<file path="src/rtl/battle_ctrl_multi.sv">
// battle_ctrl_multi
//   Turn-based player-vs-AI battle controller for the PBS game. Each side
//   fields a party of NUM_MON mons; the active mon of each side has an HP
//   register, fainted mons are replaced by the next party slot, and a
//   saturating round counter tracks completed rounds.
//
//   Optional feature macro: PBS_CRIT_EN
//     When defined, a 16-bit Fibonacci LFSR (taps 16,14,13,11, seed 16'hACE1)
//     steps every clock. A CALC state with lfsr[2:0] == 0 deals double damage
//     (saturating at 2^HP_W-1), and output crit pulses in the following cycle.
//
// Ports:
//   clk, reset        clock, synchronous active-high reset
//   go                single-cycle advance pulse
//   p_power/ai_power  move powers, latched in S_LOAD_PM on go
//   p_hp/ai_hp        active mon HP per side
//   p_idx/ai_idx      active party slot per side
//   damage            last computed damage
//   active_trainer    0 = player attacking, 1 = AI attacking
//   target            1 = AI mon targeted, 0 = player mon targeted
//   apply_damage      high in S_UPDATE_* states
//   round_cnt         completed rounds, saturating
//   state             current state encoding
//   victory/loss      terminal state flags
//   crit              (PBS_CRIT_EN only) critical-hit pulse
module battle_ctrl_multi #(
    parameter int HP_W    = 6,
    parameter int DMG_W   = 4,
    parameter int MAX_HP  = 40,
    parameter int NUM_MON = 3,
    parameter int TURN_W  = 8
) (
    input  logic              clk,
    input  logic              reset,
    input  logic              go,
    input  logic [DMG_W-1:0]  p_power,
    input  logic [DMG_W-1:0]  ai_power,
    output logic [HP_W-1:0]   p_hp,
    output logic [HP_W-1:0]   ai_hp,
    output logic [2:0]        p_idx,
    output logic [2:0]        ai_idx,
    output logic [HP_W-1:0]   damage,
    output logic              active_trainer,
    output logic              target,
    output logic              apply_damage,
    output logic [TURN_W-1:0] round_cnt,
    output logic [3:0]        state,
    output logic              victory,
    output logic              loss
`ifdef PBS_CRIT_EN
    ,
    output logic              crit
`endif
);

    typedef enum logic [3:0] {
        S_LOAD_PM   = 4'd0,
        S_CALC_P    = 4'd1,
        S_UPDATE_AI = 4'd2,
        S_AI_SWITCH = 4'd3,
        S_CALC_AI   = 4'd4,
        S_UPDATE_P  = 4'd5,
        S_P_SWITCH  = 4'd6,
        S_VICTORY   = 4'd7,
        S_LOSS      = 4'd8
    } state_t;

    localparam logic [2:0]      LAST_IDX = 3'(NUM_MON - 1);
    localparam logic [HP_W-1:0] HP_FULL  = HP_W'(MAX_HP);

    state_t              r_state, w_next;
    logic                r_first;      // first cycle spent in the current state
    logic [HP_W-1:0]     r_p_hp, r_ai_hp, r_damage;
    logic [HP_W-1:0]     w_p_hp_new, w_ai_hp_new;
    logic [2:0]          r_p_idx, r_ai_idx;
    logic [DMG_W-1:0]    r_p_pow, r_ai_pow;
    logic [TURN_W-1:0]   r_round, w_round_inc;
    logic [DMG_W-1:0]    w_pow;
    logic [HP_W-1:0]     w_pow_ext, w_dmg, w_p_sub, w_ai_sub;

    assign w_pow     = (r_state == S_CALC_AI) ? r_ai_pow : r_p_pow;
    assign w_pow_ext = HP_W'(w_pow);

`ifdef PBS_CRIT_EN
    logic [15:0]     r_lfsr;
    logic            r_crit, w_crit;
    logic [HP_W:0]   w_dbl;

    assign w_crit = (r_lfsr[2:0] == 3'b000);
    assign w_dbl  = {1'b0, w_pow_ext} << 1;
    // Double damage clamps to the largest representable HP value.
    assign w_dmg  = !w_crit ? w_pow_ext : (w_dbl[HP_W] ? {HP_W{1'b1}} : w_dbl[HP_W-1:0]);
    assign crit   = r_crit;

    always_ff @(posedge clk) begin
        if (reset) begin
            r_lfsr <= 16'hACE1;
            r_crit <= 1'b0;
        end else begin
            r_lfsr <= {r_lfsr[0] ^ r_lfsr[2] ^ r_lfsr[3] ^ r_lfsr[5], r_lfsr[15:1]};
            r_crit <= w_crit && (r_state == S_CALC_P || r_state == S_CALC_AI);
        end
    end
`else
    assign w_dmg = w_pow_ext;
`endif

    // Saturating subtraction: damage at or above HP leaves the mon at 0.
    assign w_ai_sub    = (r_damage >= r_ai_hp) ? '0 : r_ai_hp - r_damage;
    assign w_p_sub     = (r_damage >= r_p_hp)  ? '0 : r_p_hp  - r_damage;
    assign w_round_inc = (r_round == {TURN_W{1'b1}}) ? r_round : r_round + 1'b1;

    // Damage lands only on the first cycle of an UPDATE state, and the faint
    // decision looks at the post-damage HP in that same cycle.
    always_comb begin
        w_next      = r_state;
        w_p_hp_new  = r_p_hp;
        w_ai_hp_new = r_ai_hp;
        case (r_state)
            S_LOAD_PM:   if (go) w_next = S_CALC_P;
            S_CALC_P:    w_next = S_UPDATE_AI;
            S_UPDATE_AI: begin
                if (r_first) w_ai_hp_new = w_ai_sub;
                if (w_ai_hp_new == '0)
                    w_next = (r_ai_idx == LAST_IDX) ? S_VICTORY : S_AI_SWITCH;
                else if (go)
                    w_next = S_CALC_AI;
            end
            S_AI_SWITCH: begin
                w_ai_hp_new = HP_FULL;
                w_next      = S_LOAD_PM;
            end
            S_CALC_AI:   w_next = S_UPDATE_P;
            S_UPDATE_P:  begin
                if (r_first) w_p_hp_new = w_p_sub;
                if (w_p_hp_new == '0)
                    w_next = (r_p_idx == LAST_IDX) ? S_LOSS : S_P_SWITCH;
                else if (go)
                    w_next = S_LOAD_PM;
            end
            S_P_SWITCH:  begin
                w_p_hp_new = HP_FULL;
                w_next     = S_LOAD_PM;
            end
            S_VICTORY, S_LOSS: w_next = r_state;
            default:     w_next = S_LOAD_PM;
        endcase
    end

    always_ff @(posedge clk) begin
        if (reset) begin
            r_state  <= S_LOAD_PM;
            r_first  <= 1'b0;
            r_p_hp   <= HP_FULL;
            r_ai_hp  <= HP_FULL;
            r_p_idx  <= '0;
            r_ai_idx <= '0;
            r_damage <= '0;
            r_round  <= '0;
            r_p_pow  <= '0;
            r_ai_pow <= '0;
        end else begin
            r_state <= w_next;
            r_first <= (w_next != r_state);
            r_p_hp  <= w_p_hp_new;
            r_ai_hp <= w_ai_hp_new;
            case (r_state)
                S_LOAD_PM: if (go) begin
                    r_p_pow  <= p_power;
                    r_ai_pow <= ai_power;
                end
                S_CALC_P, S_CALC_AI: r_damage <= w_dmg;
                S_AI_SWITCH: begin
                    r_ai_idx <= r_ai_idx + 3'd1;
                    r_round  <= w_round_inc;
                end
                S_P_SWITCH: begin
                    r_p_idx <= r_p_idx + 3'd1;
                    r_round <= w_round_inc;
                end
                S_UPDATE_P: if (w_next == S_LOAD_PM) r_round <= w_round_inc;
                default: ;
            endcase
        end
    end

    assign state          = r_state;
    assign p_hp           = r_p_hp;
    assign ai_hp          = r_ai_hp;
    assign p_idx          = r_p_idx;
    assign ai_idx         = r_ai_idx;
    assign damage         = r_damage;
    assign round_cnt      = r_round;
    assign active_trainer = (r_state == S_CALC_AI) || (r_state == S_UPDATE_P);
    assign target         = (r_state == S_CALC_P)  || (r_state == S_UPDATE_AI);
    assign apply_damage   = (r_state == S_UPDATE_AI) || (r_state == S_UPDATE_P);
    assign victory        = (r_state == S_VICTORY);
    assign loss           = (r_state == S_LOSS);

endmodule

</file>
<file path="config.mk">
export PLATFORM = sky130hd
export DESIGN_NAME = battle_ctrl_multi
export DESIGN_NICKNAME = d
export VERILOG_FILES = /design/src/rtl/battle_ctrl_multi.sv
export SDC_FILE = /design/constraint.sdc
export NUM_CORES = 1
export LEC_CHECK = 0
export ABC_AREA = 1
export BUFFER_PORTS_ARGS = -buffer_cell sky130_fd_sc_hd__buf_2
export CORE_ASPECT_RATIO = 0.6
export CORE_UTILIZATION = 52
export CTS_BUF_LIST = sky130_fd_sc_hd__clkbuf_4
export DETAILED_ROUTE_END_ITERATION = 10
export HOLD_SLACK_MARGIN = 0.02
export PLACE_DENSITY_LB_ADDON = 0.15
export SLEW_MARGIN = 10
export SYNTH_ARGS = -nofsm -noshare
export SYNTH_HDL_FRONTEND = slang
export SYNTH_SLANG_ARGS = --single-unit
</file>
<file path="constraint.sdc">
create_clock -name clk -period 2.3 [get_ports clk]
set_input_delay 0.23 -clock clk [delete_from_list [all_inputs] [get_ports clk]]
set_output_delay 0.23 -clock clk [all_outputs]
set_load 0.05 [all_outputs]
</file>
# Yosys cells after proc, flatten, opt, wreduce, memory -nomap -nowiden
# Cells that the tools add are included.
[classes]
n_addsub = 5
magnitude_cmp = 2
n_eq_ne = 13
mux = 20
reduce_logical = 15
[ops]
columns = ["cell", "n"]
rows = [
  ["2-to-1 mux 6 bit", 6],
  ["2-to-1 mux 4 bit", 7],
  ["one-hot mux 4 bit (6 select lines)", 1],
  ["one-hot mux 6 bit (2 select lines)", 2],
  ["== test 4 x 3 -> 1 bit, second input constant", 4],
  ["2-to-1 mux 8 bit", 2],
  ["one-hot mux 8 bit (2 select lines)", 1],
  ["greater-or-equal comparator 4 x 6 -> 1 bit", 2],
  ["logical NOT 6 bit", 2],
  ["subtractor 6 x 4 -> 6 bit", 2],
  ["adder 8 x 1 -> 8 bit, second input constant", 1],
  ["== test 4 x 2 -> 1 bit, second input constant", 2],
  ["== test 8 bit, second input constant", 1],
  ["logical NOT 4 bit", 2],
  ["adder 3 x 1 -> 3 bit, second input constant", 2],
  ["== test 3 x 2 -> 1 bit, second input constant", 2],
  ["nonzero test 2 bit", 3],
  ["OR reduction 2 bit", 3],
  ["== test 4 x 1 -> 1 bit, second input constant", 1],
  ["== test 4 bit, second input constant", 1],
  ["!= test 4 bit", 1],
  ["AND reduction 2 bit", 2],
  ["logical OR 1 bit", 3],
  ["2-to-1 mux 3 bit", 1],
  ["!= test 2 bit, second input constant", 1],
]
[totals]
register_bits = 43
out_inout_bits = 41
elab_cells = 65

# Longest topological paths before layout
# Gate-level depths: netlist of run 1.
[depth]
ltp_word = 10
ltp_mapped = 23
depth_no_buf = 23

# Worst setup path after synthesis of run 1
# OpenSTA, ideal clock, no wires.
[synth_timing]
kind = "reg2reg"
from = "register r_state[2], in the netlist state[2]"
to = "register r_round[2], in the netlist round_cnt[2]"
arrival_ps = 2975
required_ps = 2230
setup_slack_ps = -745
stages_incl_launch_ff = 13
n_path_buf = 0
path_cell_list = "dfxtp_1 -> inv_2 -> nor2_1 -> inv_2 -> nor3_1 -> nor3_1 -> nand3_1 -> nor2_2 -> nand3_2 -> nand2_4 -> nand2_4 -> nand2_1 -> a21oi_1"
[synth_between]
elab_chain_len = 6
elab_cells_between_ends = 22
classes_between = "eq/ne: 9; mux: 7; reduce/logical: 6"
[synth_lines]
columns = ["item", "line_no", "text"]
rows = [
  ["start: declaration", "71", "state_t r_state, w_next;"],
  ["start signal: assignment", "163", "r_state <= w_next;"],
  ["== test 4 x 3 -> 1 bit", "--", ""],
  ["named net victory", "48", "output logic victory,"],
  ["OR reduction 2 bit", "119", "case (r_state)"],
  ["one-hot mux 4 bit (6 select lines)", "119", ""],
  ["logical NOT 4 bit", "181", "S_UPDATE_P: if (w_next == S_LOAD_PM) r_round <= w_round_inc;"],
  ["!= test 2 bit (no source line)", "--", ""],
  ["AND reduction 2 bit (no source line)", "--", ""],
  ["end signal: assignment", "175", "r_round <= w_round_inc;"],
  ["end signal: assignment", "179", "r_round <= w_round_inc;"],
  ["end signal: assignment", "181", ""],
  ["end: declaration", "77", "logic [TURN_W-1:0] r_round, w_round_inc;"],
]
# The timed path passes the listed nets, and every way through them passes these cells.
# A chain may end at the register's enable or synchronous reset.

# Worst setup path after layout of run 1
[layout_timing]
from = "register r_damage[1], in the netlist damage[1]"
to = "register r_round[4], in the netlist round_cnt[4]"
[layout_between]
elab_chain_len = 10
elab_cells_between_ends = 18
classes_between = "add/sub: 2; order compare: 2; eq/ne: 1; mux: 9; reduce/logical: 4"
[layout_lines]
columns = ["item", "line_no", "text"]
rows = [
  ["start: declaration", "73", "logic [HP_W-1:0] r_p_hp, r_ai_hp, r_damage;"],
  ["start signal: assignment", "172", "S_CALC_P, S_CALC_AI: r_damage <= w_dmg;"],
  ["subtractor 6 x 4 -> 6 bit (tied with other cells)", "110", "assign w_p_sub = (r_damage >= r_p_hp) ? '0 : r_p_hp - r_damage;"],
  ["2-to-1 mux 6 bit, on equally long branches", "110, 109", ""],
  ["2-to-1 mux 6 bit, on equally long branches", "135, 123", ""],
  ["2-to-1 mux 6 bit", "119", ""],
  ["logical NOT 6 bit, on equally long branches", "136, 124", ""],
  ["2-to-1 mux 4 bit, on equally long branches", "136, 124", ""],
  ["one-hot mux 4 bit (6 select lines) (*)", "119", ""],
  ["logical NOT 4 bit (*)", "181", ""],
  ["!= test 2 bit (no source line) (*)", "--", ""],
  ["AND reduction 2 bit (no source line) (*)", "--", ""],
]
# Every way passes the cells marked *; elsewhere a longest branch is shown, timed or not. The select of a mux whose other input is x is not followed.

==> impl_metrics.yaml, run 1 <==
run_status:
  status: "finished with violations"
  violations: "negative setup slack"
power_and_ir_drop:
  powerDensity_mw_per_mm2: 488
  power_frac_seq_pct: 43.3
  p_clk_share_pct: 33.1
  finalPower_mw: 1.83
  p_int_mw: 1.26
  ir_drop_mv: 0.343
  p_leak_nw: 1.78
  p_comb_share_pct: 23.6
  sw_frac_of_total_pct: 30.8
  power.switching_mw: 0.563
place:
  place_ws_ns: -0.247
  dpl_cell_area_mm2: 0.00341
  portBuffers: 49
  routabilityCongestion: 0.931
  dp_cells: 557
  dp_hpwl_um: 5730
final_layout:
  num_antenna_cells: 0
  area_growth_pct: 32.5
  nNetsFinal: 530
  final_common_cell: "nand2_1"
  multiInputGateArea_mm2: 0.00191
  drive_gt1_share_pct: 39.4
  mostFrequentLayoutCells: "nand2_1, buf_2, inv_1"
  layout.cells.non_filler: 571
  n_fill_cell: 411
  final_util_pct: 72.9
  final_cell_area_mm2: 0.00374
  seqCellArea_um2: 886
critical_path:
  critPathCaptureType: "flip-flop"
  worstPathMaxFanout: 7
  r2r-start: "damage[1]$_SDFFE_PP0P_"
  critPathLaunch: "damage[1]$_SDFFE_PP0P_"
  startpoint_type: "flip-flop"
  rrSetupSlack_ns: -0.37
  crit_type: "flip-flop to flip-flop"
  path_delay_family: "simple AND/OR/NAND/NOR gates"
  arrival_ns: 2.91
  crit_path_top_delay_cell: "fa_2"
  crit_buf_inv: 1
  critPathMaxStageDelay_ns: 0.44
  crit_chain: "inv_1 -> fa_2 -> nand2_2 -> nand2_2 -> nand2_2 -> nand3_2 -> nand3_2 -> nand2_2 -> nor2_2 -> nand3_2 -> nand3_2 -> nand3_2 -> nor2_4 -> nand3_4 -> nand2_4 -> nand2_4 -> nand2_1 -> a21oi_2"
  cp.required_ns: 2.55
  critPathMostFrequentCell: "nand3_2"
grt:
  grt_max_degree: 25
  gr-total-overflow: 0
  grt_antenna_before_repair: 0
  grtUsageTotal_pct: 27.5
  grt_pass1_vias: 2650
  grt_pass1_wl_um: 12400
synth:
  avgSynthCellArea_um2: 6.74
  synthDistinctLibCells: 38
  synth-edff-count: 0
  synth_top_flop_cell: "dfxtp_1"
  syn_area_mm2: 0.00282
  synth_warnings: 0
  ys_ff_latch: 43
  synthArstFlopShare_pct: 0
  syn_inst: 419
  ys_seq_area_share_pct: 30.5
die:
  coreArea_mm2: 0.00513
  die_width_um: 97.1
  num_rows: 20
  io_pins: 52
  start_util_pct: 55.0
  die_height_um: 59.1
  die_area_mm2: 0.00574
timing:
  setup_tns_ns: -3.03
  setup_violations: 11
  period_share_pct: 116
  max-slew-margin-rel_pct: 62.8
  rsz0062_at_grt: "yes"
  max_freq_mhz: 375
  hold_violations: 0
  fin_skew_ns: 0.00791
  worst_pin_slew_ns: 0.557
  layout_min_cycle_time_ns: 2.67
  holdWs_ns: 0.146
  fin_ws_ns: -0.366
  report.final.slew_viol_count: 0
clocking:
  worstSkewPairLatency_ns: 0.36
  clock-root-buffer: "clkbuf_4"
  cts-buffers-inserted: 5
  h-tree-depth: 2
  cts_hold_buffers: 0
  clkSlewWorstSetupHoldPaths_ns: 0.13
  clock-sinks: 43
  cts_buffer_depth: 2
  cts_tree: "built"
route:
  ant_nets: 0
  drc: 0
  drt_iter0_markers: 167
  avgRoutedWirePerCell_um: 14.2
  wl_um: 8120
  avgViaCountPerCell: 5.38
  vias: 3071
  dr.pass1.iters: 5
flow_run:
  maxCapViolCount: 0
hold_path:
  min_path_type: "primary input to flip-flop"
  hp-start: "ai_power[2]"
cell usage after synthesis, types with 2 or more instances:
| library cell | n | area (um^2) |
|---|---|---|
| nor2_1 | 35 | 131 |
| nand2_4 | 3 | 33.8 |
| nand4_1 | 3 | 18.8 |
| nor3_1 | 5 | 25.0 |
| o21ai_0 | 18 | 90.1 |
| nand3_1 | 35 | 175 |
| nand2_2 | 8 | 50.1 |
| xnor2_1 | 3 | 26.3 |
| buf_4 | 4 | 30.0 |
| dfxtp_1 | 43 | 861 |
| a21oi_1 | 37 | 185 |
| xor2_1 | 5 | 43.8 |
| clkbuf_1 | 5 | 18.8 |
| inv_1 | 45 | 169 |
| nor2_4 | 4 | 45.0 |
| inv_2 | 15 | 56.3 |
| fa_1 | 2 | 40.0 |
| o22ai_1 | 4 | 25.0 |
| ha_1 | 13 | 163 |
| nor2_2 | 5 | 31.3 |
| nand2_1 | 99 | 372 |
| nand3_2 | 12 | 120 |
final cells by class:
cell class	instances	share of cell area (%)
Multi-Input combinational cell	306	51.1
Tap cell	66	2.21
Sequential cell	43	23.7
Clock buffer	6	1.20
Timing Repair Buffer	86	14.0
Inverter	62	6.25
Clock inverter	2	1.61
final timing paths:
path	to	depth (start not counted)
setup / recovery	round_cnt[4]$_SDFFE_PP0P_	18
hold / removal	r_ai_pow[2]$_SDFFE_PP0P_	3
setup reg to reg	round_cnt[4]$_SDFFE_PP0P_	18
hold reg to reg	r_p_pow[3]$_SDFFE_PP0P_	2
power by group through the flow:
stage                     combinational (mW)  sequential, mW  clock (mW)
after floorplan                        0.249           0.833           0
after global placement                 0.372           0.804           0
after detailed placement               0.380           0.806           0
after CTS                              0.400           0.789       0.612
after global routing                   0.469           0.794       0.633
final                                  0.431           0.791       0.604
sequential cells by signal (all words and copies together), names as in the netlist:
signal     cells
ai_hp          6
damage         4
r_p_pow        4
r_ai_pow       4
p_hp           6
ai_idx         3
round_cnt      8
r_first        1
p_idx          3
state          4
per-layer routing:
metal	track usage (%)	share of wire (%)	wire, um
met1	39.2	47	3810
met2	41.9	43	3500
met3	5.90	8.3	676
met4	8.53	1.6	129
met5	0	0	0
what timing repair did:
action	in CTS	in global routing
gates cloned	1	0
resized for setup	14	23
setup buffers	1	4
pin swaps	2	11
endpoints found under the setup margin	9	14
tightest hold or removal path: cells and delay by family:
kind                   cells  cell delay [ns]
AOI/OAI and AO/OA          2             0.17
buffers and inverters      1             0.07
kinds of logic (layout without fill, tap and decap cells):
kind of cell	after synthesis	count (layout)	synth area share [%]
AND/OR/NAND/NOR	213	214	36.8
buffers and inverters	72	156	10.2
AO/OA/AOI/OAI	67	67	12.8
flip-flops	43	43	30.5
adder cells (fa/ha/maj)	15	15	7.18
XOR/XNOR	8	8	2.48
other	1	2	0.133
Note: power is estimated with default switching activity, not from simulation.
==> inputs of run 2 (changes only) <==
- PLACE_DENSITY: unset -> 0.78
- PLACE_DENSITY_LB_ADDON: 0.15 -> unset
==> impl_metrics.yaml, run 2 (synthesis gave the netlist of run 1 again) <==
final_layout:
  area_growth_pct: 25.8
  mostFrequentLayoutCells: "nand2_1, buf_2, inv_1"
  layout.cells.non_filler: 568
  largest_reg_flops: 8
  final_common_cell: "nand2_1"
  nNetsFinal: 527
  num_antenna_cells: 0
  drive_gt1_share_pct: 34.1
power_and_ir_drop:
  ir_drop_mv: 0.428
  powerDensity_mw_per_mm2: 483
  p_leak_nw: 1.72
  finalPower_mw: 1.72
timing:
  period_share_pct: 115
  hold_violations: 0
  worst_pin_slew_ns: 0.554
  fin_ws_ns: -0.351
  setup_violations: 10
  report.final.slew_viol_count: 0
  rsz0062_at_grt: "yes"
  fin_skew_ns: 0.00532
  max-slew-margin-rel_pct: 63.1
  holdWs_ns: 0.111
  max_freq_mhz: 377
  layout_min_cycle_time_ns: 2.65
clocking:
  cts-buffers-inserted: 5
  clock-sinks: 43
  h-tree-depth: 2
  clkSlewWorstSetupHoldPaths_ns: 0.14
  clock-root-buffer: "clkbuf_4"
  cts_buffer_depth: 2
  worstSkewPairLatency_ns: 0.38
  cts_tree: "built"
  cts_hold_buffers: 0
critical_path:
  cp.required_ns: 2.57
  startpoint_type: "flip-flop"
  worstPathMaxFanout: 7
  critPathCaptureType: "flip-flop"
  r2r-start: "p_hp[0]$_SDFFE_PP0P_"
  crit_type: "flip-flop to flip-flop"
  arrival_ns: 2.93
  rrSetupSlack_ns: -0.35
  rr_worst_depth: 22
  r2r-end: "round_cnt[1]$_SDFFE_PP0P_"
route:
  vias: 3076
  drt_iter0_markers: 187
  drc: 0
  ant_nets: 0
  dr.pass1.iters: 5
  avgRoutedWirePerCell_um: 14.0
  avgViaCountPerCell: 5.42
  wl_um: 7930
die:
  start_util_pct: 55.0
  coreArea_mm2: 0.00513
  num_rows: 20
  die_area_mm2: 0.00574
  io_pins: 52
  die_height_um: 59.1
  die_width_um: 97.1
hold_path:
  hp-start: "ai_power[3]"
  min_delay_worst_endpoint: "r_ai_pow[3]$_SDFFE_PP0P_"
  min_path_type: "primary input to flip-flop"
  hold_path_depth: 3
grt:
  gr-total-overflow: 0
  grt_pass1_wl_um: 13000
  grt_max_degree: 25
  grtUsageTotal_pct: 28.8
  grt_antenna_before_repair: 0
  grt_pass1_vias: 2695
place:
  place_ws_ns: -0.311
  dp_cells: 558
  portBuffers: 49
  dp_hpwl_um: 5950
  routabilityCongestion: 0.953
run_status:
  status: "finished with violations"
  violations: "negative setup slack"
flow_run:
  maxCapViolCount: 0
==> run 2: cell types whose count changed in the layout (fill, tap and decap cells not counted), sizes merged <==
cell      previous run  this run
clkinvlp             0         1
buf                 86        83
inv                 60        61
clkbuf               6         5
bufinv               2         1
==> run 2: per-stage QoR <==
step           instance area (um^2)  utilization (%)  setup TNS, ns
2_1_floorplan                  2900                -          -1.10
3_3_place_gp                   3420             66.7          -1.56
3_5_place_dp                   3420             66.7          -2.60
4_1_cts                        3550             69.2          -2.37
5_1_grt                        3550             69.3          -4.98
6_report                       3550             69.3          -3.09
==> run 2: layout make-up <==
cell class,count,area (um^2)
clock buffer,5,37.5
clock inverter,3,46.3
fill,444,1580
inverter,62,234
multi-input combinational,306,1770
sequential,43,886
tap,66,82.6
timing repair buffer,83,500
==> run 2: worst max path at each step <==
stage	depth (start not counted)	from	endpoint	slack, ns
after floorplan	21	damage[0]$_SDFFE_PP0P_	round_cnt[2]$_SDFFE_PP0P_	-0.14
after global placement	18	damage[1]$_SDFFE_PP0P_	round_cnt[1]$_SDFFE_PP0P_	-0.19
after detailed placement	22	p_hp[0]$_SDFFE_PP0P_	round_cnt[1]$_SDFFE_PP0P_	-0.31
after CTS	18	damage[1]$_SDFFE_PP0P_	round_cnt[1]$_SDFFE_PP0P_	-0.28
after global routing	18	damage[1]$_SDFFE_PP0P_	round_cnt[6]$_SDFFE_PP0P_	-0.53
final	22	p_hp[0]$_SDFFE_PP0P_	round_cnt[1]$_SDFFE_PP0P_	-0.35
==> run 2: power by group <==
group / switching [mW] / internal, mW
logic: 0.275 / 0.136
clock network: 0.287 / 0.232
registers: 0.0186 / 0.769
total: 0.581 / 1.14
==> run 2: what timing repair did <==
action / CTS / global route
buffers inserted: 1 / 0
endpoints found under the hold margin: 0 / 0
setup endpoints to repair: 10 / 14
cloned: 1 / 0
pin swaps: 3 / 1
gates resized for setup: 7 / 1
==> run 2: critical path, stage by stage (launching register included) <==
cell and delay (ns):
dfxtp_4 0.37, inv_2 0.07, ha_4 0.12, inv_2 0.03
fa_2 0.36, nand2_2 0.09, nand2_2 0.06, nand3_2 0.10
nand3_4 0.09, nand2_2 0.09, inv_2 0.04, nor2_2 0.11
nand3_2 0.16, nand2_1 0.12, nand2_1 0.06, nand2_1 0.08
nand2_2 0.08, inv_2 0.09, nand3_4 0.10, nand2_4 0.11
nand2_4 0.09, nand2_1 0.07, a21oi_1 0.06
==> run 2: per-layer routing <==
| layer | part of all wire, % | GRT usage, % | wire length (um) | vias to the layer above |
|---|---|---|---|---|
| li1 | - | - | - | 1513 |
| met2 | 43 | 45.9 | 3370 | 158 |
| met3 | 9.0 | 4.95 | 715 | 17 |
| met5 | 0 | 0 | 0 | - |
| met4 | 1.6 | 7.68 | 127 | 0 |
| met1 | 47 | 40.7 | 3710 | 1388 |
==> inputs of run 3 (changes only) <==
- REMOVE_ABC_BUFFERS: unset -> 1
==> impl_metrics.yaml, run 3 (synthesis gave the netlist of run 1 again) <==
power_and_ir_drop:
  finalPower_mw: 1.74
  ir_drop_mv: 0.356
  p_clk_share_pct: 28.4
  p_comb_share_pct: 26.4
  p_leak_nw: 1.76
  power.switching_mw: 0.586
  p_int_mw: 1.15
  powerDensity_mw_per_mm2: 466
  sw_frac_of_total_pct: 33.8
  power_frac_seq_pct: 45.2
critical_path:
  cp.required_ns: 2.60
  arrival_ns: 3.07
  worstPathMaxFanout: 7
  critPathCaptureType: "flip-flop"
  rr_worst_depth: 21
  crit_type: "flip-flop to flip-flop"
  startpoint_type: "flip-flop"
  r2r-start: "damage[0]$_SDFFE_PP0P_"
  r2r-end: "round_cnt[7]$_SDFFE_PP0P_"
  rrSetupSlack_ns: -0.46
clocking:
  clock-sinks: 43
  h-tree-depth: 2
  worstSkewPairLatency_ns: 0.37
  cts_tree: "built"
  cts_buffer_depth: 2
  clock-root-buffer: "clkbuf_4"
  clkSlewWorstSetupHoldPaths_ns: 0.14
  cts-buffers-inserted: 5
timing:
  rsz0062_at_grt: "yes"
  setup_violations: 12
  period_share_pct: 120
  hold_violations: 0
  worst_pin_slew_ns: 0.562
  max_freq_mhz: 362
  fin_ws_ns: -0.463
  max-slew-margin-rel_pct: 62.5
  fin_skew_ns: 0.0158
  layout_min_cycle_time_ns: 2.76
  report.final.slew_viol_count: 0
grt:
  grt_pass1_vias: 2767
  grt_pass1_wl_um: 13400
  grt_antenna_before_repair: 0
  grt_max_degree: 25
  gr-total-overflow: 0
  grtUsageTotal_pct: 29.6
hold_path:
  min_delay_worst_endpoint: "r_ai_pow[0]$_SDFFE_PP0P_"
  min_path_type: "primary input to flip-flop"
  hp-start: "ai_power[0]"
  hold_path_depth: 3
route:
  avgViaCountPerCell: 5.72
  avgRoutedWirePerCell_um: 15.6
  ant_nets: 0
  vias: 3282
  wl_um: 8950
  drc: 0
  drt_iter0_markers: 406
  dr.pass1.iters: 6
final_layout:
  largest_reg_flops: 8
  area_growth_pct: 32.1
  final_common_cell: "nand2_1"
  nNetsFinal: 533
  mostFrequentLayoutCells: "nand2_1, buf_2, inv_1, dfxtp_1, buf_4"
  drive_gt1_share_pct: 36.8
  num_antenna_cells: 0
place:
  portBuffers: 49
  routabilityCongestion: 1.03
  place_ws_ns: -0.381
  dp_hpwl_um: 5960
flow_run:
  maxCapViolCount: 0
die:
  coreArea_mm2: 0.00513
  die_width_um: 97.1
  start_util_pct: 55.0
  die_area_mm2: 0.00574
  num_rows: 20
  io_pins: 52
  die_height_um: 59.1
run_status:
  violations: "negative setup slack"
  status: "finished with violations"
## run 3: changes by cell type in the layout (fill, tap and decap cells not counted), sizes merged
cell	change
buf	+6
clkinv	+2
clkinvlp	-1
inv	-1
## run 3: how the worst max path moves through the flow
stage / startpoint / to / slack, ns / cells after the start
after detailed placement: damage[0]$_SDFFE_PP0P_ / round_cnt[7]$_SDFFE_PP0P_ / -0.38 / 20
after global routing: p_hp[0]$_SDFFE_PP0P_ / round_cnt[2]$_SDFFE_PP0P_ / -0.51 / 22
after global placement: ai_hp[0]$_SDFFE_PP0P_ / round_cnt[1]$_SDFFE_PP0P_ / -0.22 / 20
final: damage[0]$_SDFFE_PP0P_ / round_cnt[7]$_SDFFE_PP0P_ / -0.46 / 21
after CTS: damage[0]$_SDFFE_PP0P_ / round_cnt[7]$_SDFFE_PP0P_ / -0.28 / 22
after floorplan: state[2]$_SDFF_PP0_ / round_cnt[2]$_SDFFE_PP0P_ / -0.75 / 12
## run 3: final cells by class
cell class	count	area [um^2]
Inverter	62	234
Clock inverter	3	43.8
Multi-Input combinational cell	306	1910
Tap cell	66	82.6
Clock buffer	5	37.5
Fill cell	401	1400
Timing Repair Buffer	89	557
Sequential cell	43	866
## run 3: layer usage
metal / routed length, um / GRT usage [%] / vias to the layer above / part of all wire, %
met2: 3810 / 45.6 / 228 / 43
met5: 0 / 0 / - / 0
met3: 992 / 6.84 / 51 / 11
met4: 338 / 11.9 / 0 / 3.8
met1: 3800 / 40.7 / 1472 / 42
li1: - / - / 1531 / -
## run 3: what timing repair did
item | 4_1_cts | 5_1_grt
hold buffers | 0 | 0
gates cloned | 1 | 0
resized for setup | 42 | 15
endpoints found under the setup margin | 12 | 15
buffers inserted | 5 | 3
pin swaps | 20 | 9
## run 3: power by group through the flow
stage	combinational (mW)	sequential, mW	clock, mW
finish	0.458	0.786	0.493
global route	0.488	0.789	0.536
CTS	0.420	0.785	0.498
detailed placement	0.386	0.802	0
global placement	0.379	0.801	0
floorplan	0.217	0.845	0
## run 3: per-stage QoR
stage	area, um^2	std cells	TNS (ns)	util [%]	hold WS [ns]
floorplan	2770	410	-7.77	-	0.299
global placement	3340	557	-1.85	65.1	0.441
detailed placement	3340	557	-3.23	65.1	0.447
CTS	3640	571	-2.55	70.9	0.134
global route	3730	574	-4.96	72.7	0.127
finish	3730	574	-4.30	72.7	0.131
## run 3: worst max-delay path, stage by stage, from the launching register on
cell,delay [ns]
dfxtp_4,0.41
ha_4,0.14
inv_2,0.04
fa_2,0.36
buf_6,0.14
nand3_4,0.06
nand2_4,0.07
nand3_2,0.07
nand2_2,0.08
inv_2,0.09
nand2_2,0.08
nor2_4,0.13
nand3_4,0.12
nand2_2,0.10
nand3_2,0.11
nand2_4,0.12
nor2_4,0.05
nand3_4,0.09
nand2_4,0.08
nand2_4,0.12
nand2_2,0.08
a21oi_2,0.13
